==> src/rtl/spi_ram_arbiter.sv <==
`default_nettype none
// ============================================================================
// Module  : spi_ram_arbiter
// Brief   : Two-port (CPU/DMA) single-slot arbiter in front of a byte-write,
//           word-read RAM backend. Define SPI_RAM_ARB_ROUND_ROBIN_EN for
//           round-robin tie breaking; otherwise port 0 wins ties.
// Rev     : 1.0  initial release
// ============================================================================
module spi_ram_arbiter #(
  parameter int ADDR_W = 16
) (
  input  logic              clk,
  input  logic              rst,
  input  logic              p0_rd,
  input  logic              p0_wr,
  input  logic              p1_rd,
  input  logic              p1_wr,
  input  logic [ADDR_W-1:0] p0_addr,
  input  logic [ADDR_W-1:0] p1_addr,
  input  logic [7:0]        p0_wdata,
  input  logic [7:0]        p1_wdata,
  output logic [31:0]       p0_rdata,
  output logic [31:0]       p1_rdata,
  output logic              p0_busy,
  output logic              p1_busy,
  output logic              mem_rd,
  output logic              mem_wr,
  output logic [ADDR_W-1:0] mem_addr,
  output logic [7:0]        mem_wdata,
  input  logic [31:0]       mem_rdata,
  input  logic              mem_rbusy,
  input  logic              mem_wbusy
);

  localparam logic [2:0] c_IDLE  = 3'd0;
  localparam logic [2:0] c_ISSUE = 3'd1;
  localparam logic [2:0] c_GAP   = 3'd2;
  localparam logic [2:0] c_WAIT  = 3'd3;
  localparam logic [2:0] c_DONE  = 3'd4;

  logic [2:0]        r_state;
  logic              r_pend0, r_pend1;
  logic              r_op0, r_op1;
  logic [ADDR_W-1:0] r_addr0, r_addr1, r_mem_addr;
  logic [7:0]        r_wdata0, r_wdata1, r_mem_wdata;
  logic              r_gnt, r_gnt_wr;
  logic [31:0]       r_rdata0, r_rdata1;
  logic              w_win;
  logic              w_done;

  assign w_done = (r_state == c_DONE);

`ifdef SPI_RAM_ARB_ROUND_ROBIN_EN
  logic r_last;

  // On a tie the port that was not served last wins; reset favours port 0.
  assign w_win = r_pend1 & (~r_pend0 | ~r_last);

  always_ff @(posedge clk or posedge rst) begin
    if (rst)
      r_last <= 1'b1;
    else if (w_done)
      r_last <= r_gnt;
  end
`else
  assign w_win = r_pend1 & ~r_pend0;
`endif

  // Pending slots: a strobe is captured only when the slot is empty.
  always_ff @(posedge clk or posedge rst) begin
    if (rst) begin
      r_pend0  <= 1'b0;
      r_op0    <= 1'b0;
      r_addr0  <= '0;
      r_wdata0 <= '0;
    end else if (w_done && !r_gnt) begin
      r_pend0 <= 1'b0;
    end else if ((p0_rd || p0_wr) && !r_pend0) begin
      r_pend0  <= 1'b1;
      r_op0    <= p0_wr;
      r_addr0  <= p0_addr;
      r_wdata0 <= p0_wdata;
    end
  end

  always_ff @(posedge clk or posedge rst) begin
    if (rst) begin
      r_pend1  <= 1'b0;
      r_op1    <= 1'b0;
      r_addr1  <= '0;
      r_wdata1 <= '0;
    end else if (w_done && r_gnt) begin
      r_pend1 <= 1'b0;
    end else if ((p1_rd || p1_wr) && !r_pend1) begin
      r_pend1  <= 1'b1;
      r_op1    <= p1_wr;
      r_addr1  <= p1_addr;
      r_wdata1 <= p1_wdata;
    end
  end

  always_ff @(posedge clk or posedge rst) begin
    if (rst) begin
      r_state     <= c_IDLE;
      r_gnt       <= 1'b0;
      r_gnt_wr    <= 1'b0;
      r_mem_addr  <= '0;
      r_mem_wdata <= '0;
      r_rdata0    <= '0;
      r_rdata1    <= '0;
    end else begin
      case (r_state)
        c_IDLE: begin
          if (r_pend0 || r_pend1) begin
            r_gnt       <= w_win;
            r_gnt_wr    <= w_win ? r_op1 : r_op0;
            r_mem_addr  <= w_win ? r_addr1 : r_addr0;
            r_mem_wdata <= w_win ? r_wdata1 : r_wdata0;
            r_state     <= c_ISSUE;
          end
        end
        c_ISSUE: r_state <= c_GAP;
        c_GAP:   r_state <= c_WAIT;
        c_WAIT: begin
          if (!(mem_rbusy || mem_wbusy))
            r_state <= c_DONE;
        end
        c_DONE: begin
          if (!r_gnt_wr) begin
            if (r_gnt)
              r_rdata1 <= mem_rdata;
            else
              r_rdata0 <= mem_rdata;
          end
          r_state <= c_IDLE;
        end
        default: r_state <= c_IDLE;
      endcase
    end
  end

  assign mem_rd    = (r_state == c_ISSUE) && !r_gnt_wr;
  assign mem_wr    = (r_state == c_ISSUE) &&  r_gnt_wr;
  assign mem_addr  = r_mem_addr;
  assign mem_wdata = r_mem_wdata;
  assign p0_rdata  = r_rdata0;
  assign p1_rdata  = r_rdata1;
  assign p0_busy   = p0_rd | p0_wr | r_pend0;
  assign p1_busy   = p1_rd | p1_wr | r_pend1;

endmodule
`default_nettype wire

==> config.mk <==
export PLATFORM = sky130hd
export DESIGN_NAME = spi_ram_arbiter
export DESIGN_NICKNAME = d
export VERILOG_FILES = /design/src/rtl/spi_ram_arbiter.sv
export SDC_FILE = /design/constraint.sdc
export NUM_CORES = 1
export LEC_CHECK = 0
export CORE_ASPECT_RATIO = 1.75
export CORE_MARGIN = 2
export CORE_UTILIZATION = 36
export CTS_CLUSTER_SIZE = 10
export DETAILED_ROUTE_END_ITERATION = 10
export DONT_BUFFER_PORTS = 1
export PLACE_DENSITY_LB_ADDON = 0.15
export SLEW_MARGIN = 20
export SYNTH_ARGS = -nofsm -noshare
export SYNTH_HDL_FRONTEND = slang
export SYNTH_SLANG_ARGS = --single-unit
==> constraint.sdc <==
create_clock -name clk -period 6.4 [get_ports clk]
set_input_delay 0.96 -clock clk [delete_from_list [all_inputs] [get_ports clk]]
set_output_delay 0.96 -clock clk [all_outputs]
set_load 0.1 [all_outputs]
==> results of run 1 <==
==> routing by layer <==
layer	share of wire, %	vias to the layer above	GRT usage [%]
li1	-	1287	-
met1	36	1523	15.4
met2	55	113	25.9
met3	8.4	6	6.22
met4	0.97	0	5.36
met5	0	-	0
==> cell families after synthesis <==
family / Yosys count / synth area share (%)
compound gates: 5 / 0.883
buf+inv: 21 / 2.43
flops: 145 / 62.5
mux: 164 / 31.8
simple gates: 22 / 2.41
==> state kept, by name, summed over array words and instances (netlist names), 3 cells and up <==
name and count:
r_state 3, p1_rdata 32, r_addr1 16, p0_rdata 32, mem_wdata 8, r_addr0 16
r_wdata0 8, r_wdata1 8, mem_addr 16
==> stage by stage <==
stage	setup slack [ns]	hold slack, ns	instances	instance area [sq um]	util, %
after floorplan	1.55	0.452	357	5810	-
after global placement	3.73	0.467	536	6040	38.0
after detailed placement	3.73	0.480	536	6040	38.0
after CTS	3.73	0.493	565	6630	41.7
after global routing	3.65	0.511	565	6630	41.7
final	3.73	0.494	565	6630	41.7
==> cells in the final DEF (no fill, tap or decap), drive strengths merged <==
master / n
mux2: 164
dfrtp: 145
clkbuf: 21
buf: 6
nor2: 6
clkinv: 6
nor3: 5
inv: 4
bufinv: 3
nor2b: 2
a21oi: 2
nand4b: 1
nor4b: 1
and4bb: 1
nand2b: 1
nor3b: 1
or3: 1
or3b: 1
a2bb2oi: 1
a311oi: 1
nor4: 1
a31oi: 1
and2b: 1
==> path summary, 6_finish.rpt <==
path	startpoint	slack (ns)	end
setup / recovery	p0_wr	3.73	p0_busy
hold / removal	r_addr1[10]	0.49	r_addr1[10]
setup reg to reg	r_state[1]	4.22	p0_rdata[13]
hold reg to reg	r_addr1[10]	0.49	r_addr1[10]
max in group asynchronous	rst	4.52	r_state[1]
min in group asynchronous	rst	0.54	p1_rdata[4]
==> area by class of cell <==
type,count,share of cell area (%)
clock buffers,19,6.84
multi-input cells,191,31.1
clock inverters,10,2.06
inverters,3,0.246
well taps,189,3.57
flip-flops and latches,145,54.8
repair buffers,8,1.44
==> impl_metrics.ini, run 1 <==
[sta]
final.period_utilization_pct = 41.8
timing.final.max_slew_violations = 0
finClkSkew_ns = 0.0116
final-setup-viol-count = 0
hold_viol = 0
max_freq_ghz = 0.374
tns_ns = 0
rsz0062_at_grt = false
tightestPinTransition_ns = 0.942
slew_headroom_pct = 37.2
fin_crit_ns = 2.67

[clock_network]
postCtsSetupRepairBufs = 0
post_cts_resize_count = 0
root_buffer = clkbuf_16
clock_latency_ns = 0.41
ctsLongestPathBuffers = 2
cts_tree = done
ctsHtreeMaxLevel = 4
cts_buffers = 17
clock-sinks = 145
postCtsHoldBufs = 0
clk_pin_slew_ns = 0.06

[drt]
drt_iter0_markers = 61
ant_nets = 0
wl_um = 12300
firstDrtPassIters = 4
wl_per_cell_um = 21.8
vias_per_cell = 5.18
drc = 0
vias = 2929

[hold_path]
hold_path_class = reg -> reg
hold_depth = 1

[logic_synthesis]
synthTopCellsByArea = dfrtp_1, mux2_2, buf_4
synth_top_area_share_pct = 62.5
yosysMostFrequentCell = mux2_2
syn_avg_cell_area_sq_um = 16.3
synth_edf_count = 0
synthArstFlopShare_pct = 100
synth-seq-cells = 145
synthesis.instances = 357
yosys-top-cells-count = mux2_2, dfrtp_1, buf_2, buf_4, nor2_1
syn_nets = 445
syn_area_sq_mm = 0.00581
synth_seq_area_share_pct = 62.5
ys.flop_type = dfrtp_1
yosysUniqueCellTypes = 26
yosysWarnings = 0
yosys.area.top_type = dfrtp_1

[setup_path]
cp-start-kind = input port
crit_family = simple AND/OR/NAND/NOR gates
cp_slowest_stage_delay_ns = 0.75
end_kind = primary output
slowest_stage = or3_1
cp_num_cells = 1
worstPathCellList = or3_1
crit_buf_inv = 0
reg2reg_depth = 3
required_ns = 5.44
crit_fanout = 3
path_class = in -> out
worst_ep_arrival_time_ns = 1.71

[place]
port_buffers = 0
gp_congestion = 0.701
hpwl_um = 8360

[die]
die_area_sq_mm = 0.0172
ios = 180
initial_utilization_pct = 36.6
core_area_sq_mm = 0.0159
die_w_um = 100
row_count = 61
die_h_um = 172

[job]
drv_cap = 0

[final_layout]
seqCellArea_sq_mm = 0.00363
multi_input_area_sq_mm = 0.00206
antenna_cells = 0
num-fill-cells = 1464
drive_gt1_share_pct = 55.3
area_growth_pct = 14.1
nets = 454

[global_route]
grt_pass1_wl_um = 18800
antenna_found_initial = 0
grt_pass1_vias = 3333
track_usage_pct = 14.6
grt_max_degree = 81
overflow = 0

[outcome]
status = finished clean
Power of run 1 is left out: the tool's default activity adds up to more than one toggle a clock period on the data nets, which glitch-free logic cannot reach.
==> run 2: changes to the inputs <==
==> constraint.sdc (replaced) <==
create_clock -name clk -period 2.2 [get_ports clk]
set_input_delay 0.33 -clock clk [delete_from_list [all_inputs] [get_ports clk]]
set_output_delay 0.33 -clock clk [all_outputs]
set_load 0.1 [all_outputs]
==> run 2 against run 1 <==
  * Worst hold slack worse by 0.44 ns
  * First-iteration DRC count up 6.6%
  * Utilization up 1.3 points
  * Flip-flop and latch count unchanged
  * Sequential share of layout area down 1.6 points
  * Register-to-register slack worse by 3.9 ns
  * Clock-buffer cell count unchanged
  * Die area unchanged
  * Global-route usage up 0.28 points
  * Clock skew up 0.013 ns
  * Critical path type is now reg -> out
  * Highest routed layer unchanged
==> impl_metrics.ini, run 2 (synthesis gave the netlist of run 1 again) <==
[outcome]
status = finished clean

[die]
row_count = 61
core_area_sq_mm = 0.0159
die_area_sq_mm = 0.0172
die_w_um = 100
initial_utilization_pct = 36.6
die_h_um = 172
ios = 180

[final_layout]
postLayoutCellArea_sq_mm = 0.00683
nets = 466
antenna_cells = 0
final_cell_mix = mux2_2, dfrtp_1, clkbuf_16, buf_4, buf_12
stdcell_count = 579
area_growth_pct = 17.5
fin_util_pct = 43.0
final_common_cell = mux2_2
drive_gt1_share_pct = 55.6

[place]
hpwl_um = 8830
postPlaceCellArea_sq_mm = 0.00618
dp.cells = 545
gp_congestion = 0.718
port_buffers = 0

[clock_network]
root_buffer = clkbuf_16
postCtsSetupRepairBufs = 0
clock_latency_ns = 0.42
ctsHtreeMaxLevel = 4
cts_buffers = 17
clock-sinks = 145
ctsLongestPathBuffers = 2
clk_pin_slew_ns = 0.06
postCtsHoldBufs = 3
post_cts_resize_count = 0
cts_tree = done

[sta]
final.period_utilization_pct = 94.3
max_freq_ghz = 0.482
final-setup-viol-count = 0
slew_headroom_pct = 35.9
timing.final.max_slew_violations = 0
tns_ns = 0
fin_crit_ns = 2.07
tightestPinTransition_ns = 0.962
hold_viol = 0
finClkSkew_ns = 0.0243
rsz0062_at_grt = false

[drt]
wl_per_cell_um = 21.6
drc = 0
vias_per_cell = 5.18
vias = 2998
wl_um = 12500
ant_nets = 0
drt_iter0_markers = 65
firstDrtPassIters = 4

[global_route]
grt_max_degree = 55
overflow = 0
grt_pass1_wl_um = 19100
antenna_found_initial = 0
grt_pass1_vias = 3489
track_usage_pct = 14.9

[setup_path]
cp-start-kind = register
path_class = reg -> out
crit_buf_inv = 2
end_kind = primary output
rrSetupSlack_ns = 0.32
worstPathCellList = buf_4 > nand2b_1 > nor3b_4 > buf_4
crit_family = buffers and inverters
required_ns = 1.87
cpMostUsedCell = buf_4
slowest_stage = dfrtp_1
crit_fanout = 8
cp_slowest_stage_delay_ns = 0.37
worst_ep_arrival_time_ns = 1.74

[job]
drv_cap = 0

[hold_path]
hold_path_class = in -> reg
==> run 2: cell count changes in the layout (fill, tap and decap cells not counted), moves of 2 or more <==
cell / delta
clkinvlp_4: +4
clkbuf_16: -2
clkinv_2: -3
buf_12: +8
dlygate4sd3_1: +3
buf_4: +3
clkbuf_1: +2
clkbuf_8: -2
==> run 2: worst paths after layout <==
check / from / endpoint / cells after the start
max: r_state[2] / mem_wr / 4
min: mem_rdata[24] / p0_rdata[24] / 1
max reg2reg: r_state[1] / r_addr0[10] / 5
min reg2reg: r_addr1[10] / r_addr1[10] / 1
max in group asynchronous: rst / r_addr1[8] / 4
min in group asynchronous: rst / mem_wdata[0] / 2
==> run 2: final cells by class <==
type,instances,area (sq um)
Clock buffer,19,433
Clock inverter,12,183
Fill cell,1445,9050
Inverter,3,15.0
Multi-Input combinational cell,191,2070
Sequential cell,145,3630
Tap cell,189,236
Timing Repair Buffer,20,258
==> run 2: worst register-to-register path, stage by stage (launching register included) <==
cell and delay, ns:
dfrtp_1 0.55, nor4b_1 0.11, buf_4 0.16, nor3_4 0.37, buf_12 0.22, mux2_2 0.35
==> run 2: layer usage <==
| layer | GRT usage (%) | vias up | part of all wire [%] |
|---|---|---|---|
| met5 | 0 | - | 0 |
| met4 | 6.79 | 0 | 1.4 |
| met3 | 4.89 | 8 | 7.0 |
| met2 | 27.8 | 111 | 57 |
| met1 | 14.8 | 1568 | 34 |
| li1 | - | 1311 | - |
==> run 2: through the flow <==
| step | hold WS, ns | setup WS [ns] |
|---|---|---|
| detailed placement | 0.306 | 0.325 |
| finish | 0.0495 | 0.126 |
| global route | 0.0344 | 0.0562 |
| CTS | 0.0334 | 0.0857 |
| global placement | 0.298 | 0.375 |
| floorplan | 0.401 | -0.0536 |
Power of run 2 is left out for the same reason.
